==> config.mk <==
export PLATFORM = sky130hd
export DESIGN_NAME = uart_packet_decoder
export DESIGN_NICKNAME = d
export VERILOG_FILES = /design/src/rtl/uart_packet_pkg.sv /design/src/rtl/uart_packet_buffer.sv /design/src/rtl/uart_packet_decoder.sv
export SDC_FILE = /design/constraint.sdc
export NUM_CORES = 1
export LEC_CHECK = 0
export ABC_AREA = 1
export ABC_CLOCK_PERIOD_IN_PS = 2100
export BUFFER_PORTS_ARGS = -buffer_cell sky130_fd_sc_hd__buf_2
export CAP_MARGIN = 20
export CORE_UTILIZATION = 45
export DETAILED_ROUTE_END_ITERATION = 12
export GPL_ROUTABILITY_DRIVEN = 0
export MAX_ROUTING_LAYER = met4
export SLEW_MARGIN = 0
export SYNTH_ARGS = -nofsm -noshare
export SYNTH_HDL_FRONTEND = slang
export SYNTH_HIERARCHICAL = 1
export SYNTH_SLANG_ARGS = --single-unit
==> constraint.sdc <==
create_clock -name clk_in -period 2.1 [get_ports clk_in]
set_input_delay 0.42 -clock clk_in [delete_from_list [all_inputs] [get_ports clk_in]]
set_output_delay 0.42 -clock clk_in [all_outputs]
set_load 0.05 [all_outputs]
==> src/rtl/uart_packet_pkg.sv <==
// Shared types and defaults for the UART packet decoder: FSM states, error codes
// and the default sync marker.
package uart_packet_pkg;

   localparam logic [7:0] SYNC_BYTE_DEFAULT = 8'hA5;

   typedef enum logic [2:0] {
      ST_IDLE,
      ST_CMD,
      ST_LEN,
      ST_PAYLOAD,
      ST_CHECK,
      ST_HOLD
   } state_e;

   typedef enum logic [1:0] {
      ERR_CHECKSUM = 2'd0,
      ERR_LENGTH   = 2'd1,
      ERR_TIMEOUT  = 2'd2,
      ERR_OVERRUN  = 2'd3
   } err_code_e;

endpackage

==> src/rtl/uart_packet_buffer.sv <==
// Payload store: register array with a synchronous write port and an
// asynchronous read port. Contents survive reset.
module uart_packet_buffer #(
   parameter int DEPTH = 16,
   parameter int AW    = $clog2(DEPTH)
) (
   input  logic          clk_i,
   input  logic          we_i,
   input  logic [AW-1:0] waddr_i,
   input  logic [7:0]    wdata_i,
   input  logic [AW-1:0] raddr_i,
   output logic [7:0]    rdata_o
);

   logic [7:0] mem_q [DEPTH];

   always_ff @(posedge clk_i) begin
      if (we_i) begin
         mem_q[waddr_i] <= wdata_i;
      end
   end

   assign rdata_o = mem_q[raddr_i];

endmodule

==> src/rtl/uart_packet_decoder.sv <==
// Frames the UART byte stream (SYNC, CMD, LEN, payload, CHK) into validated
// packets held until the host acknowledges them; errors are reported as strobes.
module uart_packet_decoder
   import uart_packet_pkg::*;
#(
   parameter int         MAX_PAYLOAD    = 16,
   parameter int         TIMEOUT_CYCLES = 100_000,
   parameter logic [7:0] SYNC_BYTE      = SYNC_BYTE_DEFAULT,
   localparam int        PW             = $clog2(MAX_PAYLOAD + 1),
   localparam int        AW             = $clog2(MAX_PAYLOAD)
) (
   input  logic          clk_in,
   input  logic          rst_in,
   input  logic          rx_valid_in,
   input  logic [7:0]    rx_byte_in,
   output logic          pkt_valid_out,
   output logic [7:0]    pkt_cmd_out,
   output logic [PW-1:0] pkt_len_out,
   input  logic [AW-1:0] rd_addr_in,
   output logic [7:0]    rd_data_out,
   input  logic          pkt_ack_in,
   output logic          err_valid_out,
   output logic [1:0]    err_code_out,
   output logic          busy_out
);

   localparam int CW = $clog2(TIMEOUT_CYCLES);

   state_e        state_q, state_d;
   logic [7:0]    cmd_q, cmd_d;
   logic [PW-1:0] len_q, len_d;
   logic [AW-1:0] idx_q, idx_d;
   logic [7:0]    xor_q, xor_d;
   logic [CW-1:0] gap_q, gap_d;
   logic          err_valid_q, err_valid_d;
   err_code_e     err_code_q, err_code_d;
   logic          busy_q, busy_d;
   logic          pkt_valid_q, pkt_valid_d;
   logic          timed;
   logic          buf_we;

   assign timed  = (state_q == ST_CMD) || (state_q == ST_LEN) ||
                   (state_q == ST_PAYLOAD) || (state_q == ST_CHECK);
   assign buf_we = (state_q == ST_PAYLOAD) && rx_valid_in;

   uart_packet_buffer #(
      .DEPTH (MAX_PAYLOAD),
      .AW    (AW)
   ) u_buffer (
      .clk_i   (clk_in),
      .we_i    (buf_we),
      .waddr_i (idx_q),
      .wdata_i (rx_byte_in),
      .raddr_i (rd_addr_in),
      .rdata_o (rd_data_out)
   );

   always_comb begin
      state_d     = state_q;
      cmd_d       = cmd_q;
      len_d       = len_q;
      idx_d       = idx_q;
      xor_d       = xor_q;
      err_valid_d = 1'b0;
      err_code_d  = err_code_q;
      gap_d       = (timed && !rx_valid_in) ? gap_q + CW'(1) : '0;

      case (state_q)
         ST_IDLE: begin
            if (rx_valid_in && rx_byte_in == SYNC_BYTE) state_d = ST_CMD;
         end
         ST_CMD: begin
            if (rx_valid_in) begin
               cmd_d   = rx_byte_in;
               xor_d   = rx_byte_in;
               state_d = ST_LEN;
            end
         end
         ST_LEN: begin
            if (rx_valid_in) begin
               xor_d = xor_q ^ rx_byte_in;
               if (int'(rx_byte_in) > MAX_PAYLOAD) begin
                  state_d     = ST_IDLE;
                  err_valid_d = 1'b1;
                  err_code_d  = ERR_LENGTH;
               end else begin
                  len_d   = PW'(rx_byte_in);
                  idx_d   = '0;
                  state_d = (rx_byte_in == 8'h00) ? ST_CHECK : ST_PAYLOAD;
               end
            end
         end
         ST_PAYLOAD: begin
            if (rx_valid_in) begin
               xor_d = xor_q ^ rx_byte_in;
               idx_d = idx_q + AW'(1);
               if (PW'(idx_q) == len_q - PW'(1)) state_d = ST_CHECK;
            end
         end
         ST_CHECK: begin
            if (rx_valid_in) begin
               if (rx_byte_in == xor_q) begin
                  state_d = ST_HOLD;
               end else begin
                  state_d     = ST_IDLE;
                  err_valid_d = 1'b1;
                  err_code_d  = ERR_CHECKSUM;
               end
            end
         end
         ST_HOLD: begin
            // A byte arriving with the ack is treated as the first IDLE byte.
            if (pkt_ack_in) begin
               state_d = (rx_valid_in && rx_byte_in == SYNC_BYTE) ? ST_CMD : ST_IDLE;
            end else if (rx_valid_in) begin
               err_valid_d = 1'b1;
               err_code_d  = ERR_OVERRUN;
            end
         end
         default: state_d = ST_IDLE;
      endcase

      // Expiry when the gap count would reach TIMEOUT_CYCLES-1; a byte this cycle wins.
      if (timed && !rx_valid_in && gap_q == CW'(TIMEOUT_CYCLES - 2)) begin
         state_d     = ST_IDLE;
         err_valid_d = 1'b1;
         err_code_d  = ERR_TIMEOUT;
      end

      busy_d      = (state_d != ST_IDLE);
      pkt_valid_d = (state_d == ST_HOLD);
   end

   always_ff @(posedge clk_in or posedge rst_in) begin
      if (rst_in) begin
         state_q     <= ST_IDLE;
         cmd_q       <= '0;
         len_q       <= '0;
         idx_q       <= '0;
         xor_q       <= '0;
         gap_q       <= '0;
         err_valid_q <= 1'b0;
         err_code_q  <= ERR_CHECKSUM;
         busy_q      <= 1'b0;
         pkt_valid_q <= 1'b0;
      end else begin
         state_q     <= state_d;
         cmd_q       <= cmd_d;
         len_q       <= len_d;
         idx_q       <= idx_d;
         xor_q       <= xor_d;
         gap_q       <= gap_d;
         err_valid_q <= err_valid_d;
         err_code_q  <= err_code_d;
         busy_q      <= busy_d;
         pkt_valid_q <= pkt_valid_d;
      end
   end

   assign pkt_valid_out = pkt_valid_q;
   assign pkt_cmd_out   = cmd_q;
   assign pkt_len_out   = len_q;
   assign err_valid_out = err_valid_q;
   assign err_code_out  = err_code_q;
   assign busy_out      = busy_q;

endmodule

Word level (Yosys, flattened, before mapping)
Memories as Yosys holds them, arrays and structs flattened.
Index checks and enable logic that the tools add are counted.
- flip-flop bits (word level): 50
- bits in writable memories: 128
- bits of input ports: 16
- output and inout port bits: 26
- word-level logic and storage cells: 97
- memories: 1
- add/sub/neg operators: 3
- $lt $le $gt $ge: 1
- equality and inequality tests: 21
- muxes and demuxes: 39
- bitwise logic cells: 2
- reductions and logical operators: 20
- memory list (memory ; words ; width ; rd ports ; clocked after Yosys merged registers in ; wr ports ; RTL line ; RTL):
    u_buffer.mem_q ; 16 ; 8 ; 1 ; 0 ; 1 ; uart_packet_buffer.sv:15 ; logic [7:0] mem_q [DEPTH];
- operators with widths (operator ; count):
    $mux 3 ; 11
    $pmux 3 s6 ; 1
    $add 17x1->17 const B ; 1
    $eq 17x17->1 const B ; 1
    $mux 17 ; 1
    $mux 8 ; 2
    $pmux 8 s2 ; 1
    $mux 2 ; 7
    $mux 4 ; 3
    $mux 1 ; 10
    $eq 3x3->1 const B ; 3
    $ne 3x2->1 const B ; 3
    $eq 8x8->1 ; 1
    $eq 8x8->1 const B ; 1
    $gt 8x5->1 const B ; 1
    $logic_not 8->1 ; 1
    $ne 2x2->1 const B ; 4
    $pmux 4 s2 ; 1
    $xor 8x8->8 ; 1
    $reduce_and 7->1 ; 1
    $eq 3x2->1 const B ; 2
    $ne 3x3->1 const B ; 2
    $pmux 2 s3 ; 1
    $reduce_and 3->1 ; 2
    18 further kinds ; 24

Logic depth before layout (Yosys ltp)
- word-level depth: 8
- gate-level depth with buffers: 13
- mapped depth without buffers: 13

By module
The synthesis kept the hierarchy.
- modules (own cells, without submodules) (module ; times used ; cells an instance ; area an instance (µm²) ; seq. area each (µm²)):
    uart_packet_buffer ; 1 ; 543 ; 5606.6 ; 3843.7
    uart_packet_decoder ; 1 ; 399 ; 2980.4 ; 1251.2

Least setup slack after synthesis
Ideal clock, no wire load.
- kind: flip-flop to flip-flop
- start: reg state_q[2]
- end: mem u_buffer.mem_q[12][0] (enable)
- setup time: 0.370 ns
- data arrival time: 1.651 ns
- data required time: 1.730 ns
- path slack: 0.079 ns
- cell stages (with the launch flop): 8
- buffers on the path: 0
- period minus slack after synthesis: 2.021 ns
- cell sequence: dfrtp_1 nor2_4 inv_2 nor2_4 inv_2 nor2_1 nand3_1 nor2_1
- cells in the longest elaborated chain, start to end: 4
- RTL lines (element ; RTL line ; RTL):
    start: declaration ; uart_packet_decoder.sv:29 ; state_e state_q, state_d;
    start signal: assignment ; uart_packet_decoder.sv:147 ; state_q <= state_d;
    $eq 3x2->1 ; uart_packet_decoder.sv:44 ; assign buf_we = (state_q == ST_PAYLOAD) && rx_valid_in;
    $logic_and 1x1->1 ; uart_packet_decoder.sv:44 ;
    via buf_we ; uart_packet_decoder.sv:40 ; logic buf_we;
    $mux 1 ; uart_packet_buffer.sv:18 ; if (we_i) begin
    $mux 1 (not written as such) ; uart_packet_buffer.sv:19 ; mem_q[waddr_i] <= wdata_i;
    end: declaration ; uart_packet_buffer.sv:15 ;
The timed path passes the listed nets, and every way through them passes these cells.

Worst setup path in the final report
- start: in rd_addr_in[0]
- end: out rd_data_out[2]
- cells in the longest elaborated chain, start to end: 1
- RTL lines (element ; RTL line ; RTL):
    start: declaration ; uart_packet_decoder.sv:19 ; input logic [AW-1:0] rd_addr_in,
    $mem_v2 16x8 ; n/a ;
    end: declaration ; uart_packet_decoder.sv:20 ; output logic [7:0] rd_data_out,
No other way between the ends.

==> impl_metrics.env <==
export IMPL_ys_ff_latch=178
export IMPL_worstMarginPinSlew_ns=0.396
export IMPL_yosys_area_top_type="edfxtp_1"
export IMPL_die_y_um=140
export IMPL_syn_nets=962
export IMPL_crit_top_cell="nand2_1"
export IMPL_drc=0
export IMPL_use_met2=0.361
export IMPL_yosys_area_share_adder=0.00583
export IMPL_die_x_um=140
export IMPL_vias=6225
export IMPL_p_leak_nw=4.60
export IMPL_core_mm2=0.0187
export IMPL_path_cells="buf_2 > inv_2 > buf_12 > nand2_1 > nand2_1 > nand2_1 > nand3_1 > nand3_1 > nand2_1 > buf_2"
export IMPL_period_needed_ns=2.03
export IMPL_power_frac_clock=0.333
export IMPL_wl_per_cell_um=15.6
export IMPL_grt_pass1_vias=5945
export IMPL_crit_path_top_delay_cell="buf_2"
export IMPL_ant_nets=0
export IMPL_final_cell_mix="281 x nand2_1, 144 x inv_1, 128 x edfxtp_1"
export IMPL_hold_viol_final=0
export IMPL_netSwitchingPower_mw=3.29
export IMPL_seq_area_frac_synth=0.593
export IMPL_p_int_mw=6.80
export IMPL_cts_tree="done"
export IMPL_dp_hpwl_um=13900
export IMPL_cts_resized=0
export IMPL_period_share=0.965
export IMPL_final_common_cell="nand2_1"
export IMPL_drt_initial_drc_count=417
export IMPL_switching_share=0.326
export IMPL_post_route_util=0.534
export IMPL_endpoint_kind="output port"
export IMPL_cpPeakStageDelay_ns=0.26
export IMPL_finalSetupViolCount=0
export IMPL_synth_compound_area_frac=0.0306
export IMPL_cts_sinks=178
export IMPL_grt_first_pass_wirelength_um=32200
export IMPL_syn_area_mm2=0.00859
export IMPL_tritoncts_num_buffers=17
export IMPL_drive_gt1_frac=0.154
export IMPL_netlist_cell_type_count=41
export IMPL_start_util=0.459
export IMPL_met3_usage=0.0455
export IMPL_fin_worst_skew_ns=0.0103
export IMPL_yosys_area_share_simple=0.262
export IMPL_reg2reg_depth=12
export IMPL_grt_max_degree=58
export IMPL_r2r_slack_ns=0.24
export IMPL_totalWireLength_um=19800
export IMPL_cp_arrival_ns=1.61
export IMPL_fmaxAchievable_ghz=0.493
export IMPL_grtUsageTotal=0.226
export IMPL_final_nets=1042
export IMPL_rows=50
export IMPL_synthTopCellsByArea="edfxtp_1 45%, dfrtp_1 15%, nand2_1 12%, nand3_1 7.2%, inv_1 6.3%"
export IMPL_clk_pin_slew_ns=0.07
export IMPL_hp_class="in -> async"
export IMPL_post_cts_buffers=0
export IMPL_drv_cap=0
export IMPL_antenna_cells=0
export IMPL_power_density_mw_per_mm2=1010
export IMPL_drt_first_pass_iters=5
export IMPL_pin_count=42
export IMPL_synth_cells=942
export IMPL_drv_slew=0
export IMPL_synth_top_area_share=0.448
export IMPL_path_class="in -> out"
export IMPL_die_area_mm2=0.0196
export IMPL_port_buffers=41
export IMPL_synthMuxAreaShare=0
export IMPL_synth_warnings=6
export IMPL_peakVddDrop_mv=0.970
export IMPL_cp_startpoint="rd_addr_in[0]"
export IMPL_cp_depth=10
export IMPL_maxSlewHeadroom=0.734
export IMPL_seq_power_share=0.427
export IMPL_worstPathRequired_ns=1.68
export IMPL_power_frac_comb=0.240
export IMPL_met1_usage=0.293
export IMPL_cts_root_buf="clkbuf_16"
export IMPL_cp_max_fo=24
export IMPL_rsz0062_at_grt="no"
export IMPL_synth_top_family_by_area="simple AND/OR/NAND/NOR gates"
export IMPL_hold_buffers=0
export IMPL_synth_xor_area_frac=0.0173
export IMPL_r2r_end="busy_out$_DFF_PP0_"
export IMPL_cp_buffers_inverters=4
export IMPL_via_per_inst=4.91
export IMPL_cts_max_level=4
export IMPL_grt_remaining_overflow=0
export IMPL_clock_latency_ns=0.43
export IMPL_r2r_start="pkt_len_out[0]$_DFFE_PP0P_"
export IMPL_worst_setup_path_start_kind="input pin"
export IMPL_syn_area_per_cell_um2=9.12
export IMPL_cts_path_max_buffers=2
export IMPL_cpLargestDelayFamily="buffers and inverters"
export IMPL_grt_busiest_layer="met2"
export IMPL_syn_to_final_growth_pct=16.3
export IMPL_status="finished, final reports clean"
export IMPL_antenna_found_initial=0
export IMPL_tns_ns=0
==> worst max path at each step <==
stage and to:
5_1_grt rd_data_out[4], 4_1_cts rd_data_out[4], 2_1_floorplan u_buffer/mem_q[12][0]$_DFFE_PP_, 3_3_place_gp rd_data_out[4], 6_report rd_data_out[2], 3_5_place_dp rd_data_out[4]
==> flip-flops by register name, summed over array words and instances (netlist names) <==
name            count
busy_out            1
err_code_out        2
err_valid_out       1
gap_q              17
idx_q               4
pkt_cmd_out         8
pkt_len_out         5
pkt_valid_out       1
state_q             3
u_buffer/mem_q    128
xor_q               8
==> cells in the mapped netlist, drive strengths merged <==
cell type and instances:
nand2 287, inv 157, edfxtp 128, nand3 126, nor2 87, dfrtp 50
buf 26, o21ai 23, a21oi 13, xor2 13, nor3 10, nand4 6
ha 4, xnor2 4, nand3b 2, nor4 2, a22oi 1, o21bai 1
o31ai 1, or2 1
==> logic make-up (layout without fill, tap and decap cells) <==
kind of cell | count (synthesis) | in the layout
AOI/OAI and AO/OA | 39 | 39
xor gates and xnor gates | 17 | 17
adders and majority gates | 4 | 4
buffers and inverters | 183 | 276
DFF | 178 | 178
and+or+nand+nor | 521 | 521
==> routing by layer <==
| layer | part of all wire | vias up |
|---|---|---|
| met1 | 0.47 | 2899 |
| met3 | 0.049 | 13 |
| met4 | 0.010 | 0 |
| met5 | 0 | - |
| met2 | 0.47 | 138 |
| li1 | - | 3175 |
==> tightest hold or removal path: stages <==
cell,delay [ns]
buf_2,0.10
inv_2,0.06
buf_12,0.26
==> stage by stage <==
| step | power [mW] | cell area (µm²) | instances | worst slack, ns | hold slack (ns) |
|---|---|---|---|---|---|
| global route | 10.6 | 9990 | 1269 | 0.00757 | 0.0275 |
| CTS | 10.2 | 9970 | 1269 | 0.0657 | 0.0179 |
| finish | 10.1 | 9990 | 1269 | 0.0733 | 0.0249 |
| floorplan | 6.20 | 8590 | 942 | 0.0788 | 0.455 |
| detailed placement | 6.80 | 9340 | 1237 | 0.0783 | 0.467 |
| global placement | 6.78 | 9340 | 1237 | 0.0776 | 0.467 |
==> power by group through the flow <==
stage          logic [mW]  registers, mW  clock network (mW)
6_report             2.42           4.30                3.36
5_1_grt              2.69           4.35                3.57
4_1_cts              2.44           4.30                3.42
3_5_place_dp         2.43           4.38                   0
3_3_place_gp         2.40           4.37                   0
2_1_floorplan        1.38           4.81                   0
==> final cells by class <==
type | count | area, µm²
clock buffers | 17 | 425
clock inverters | 15 | 204
multi-input cells | 581 | 2710
well taps | 234 | 293
flip-flops and latches | 178 | 5090
inverters | 157 | 597
fillers | 1729 | 8710
repair buffers | 87 | 666
No activity file was read; power rests on OpenSTA's default activity.
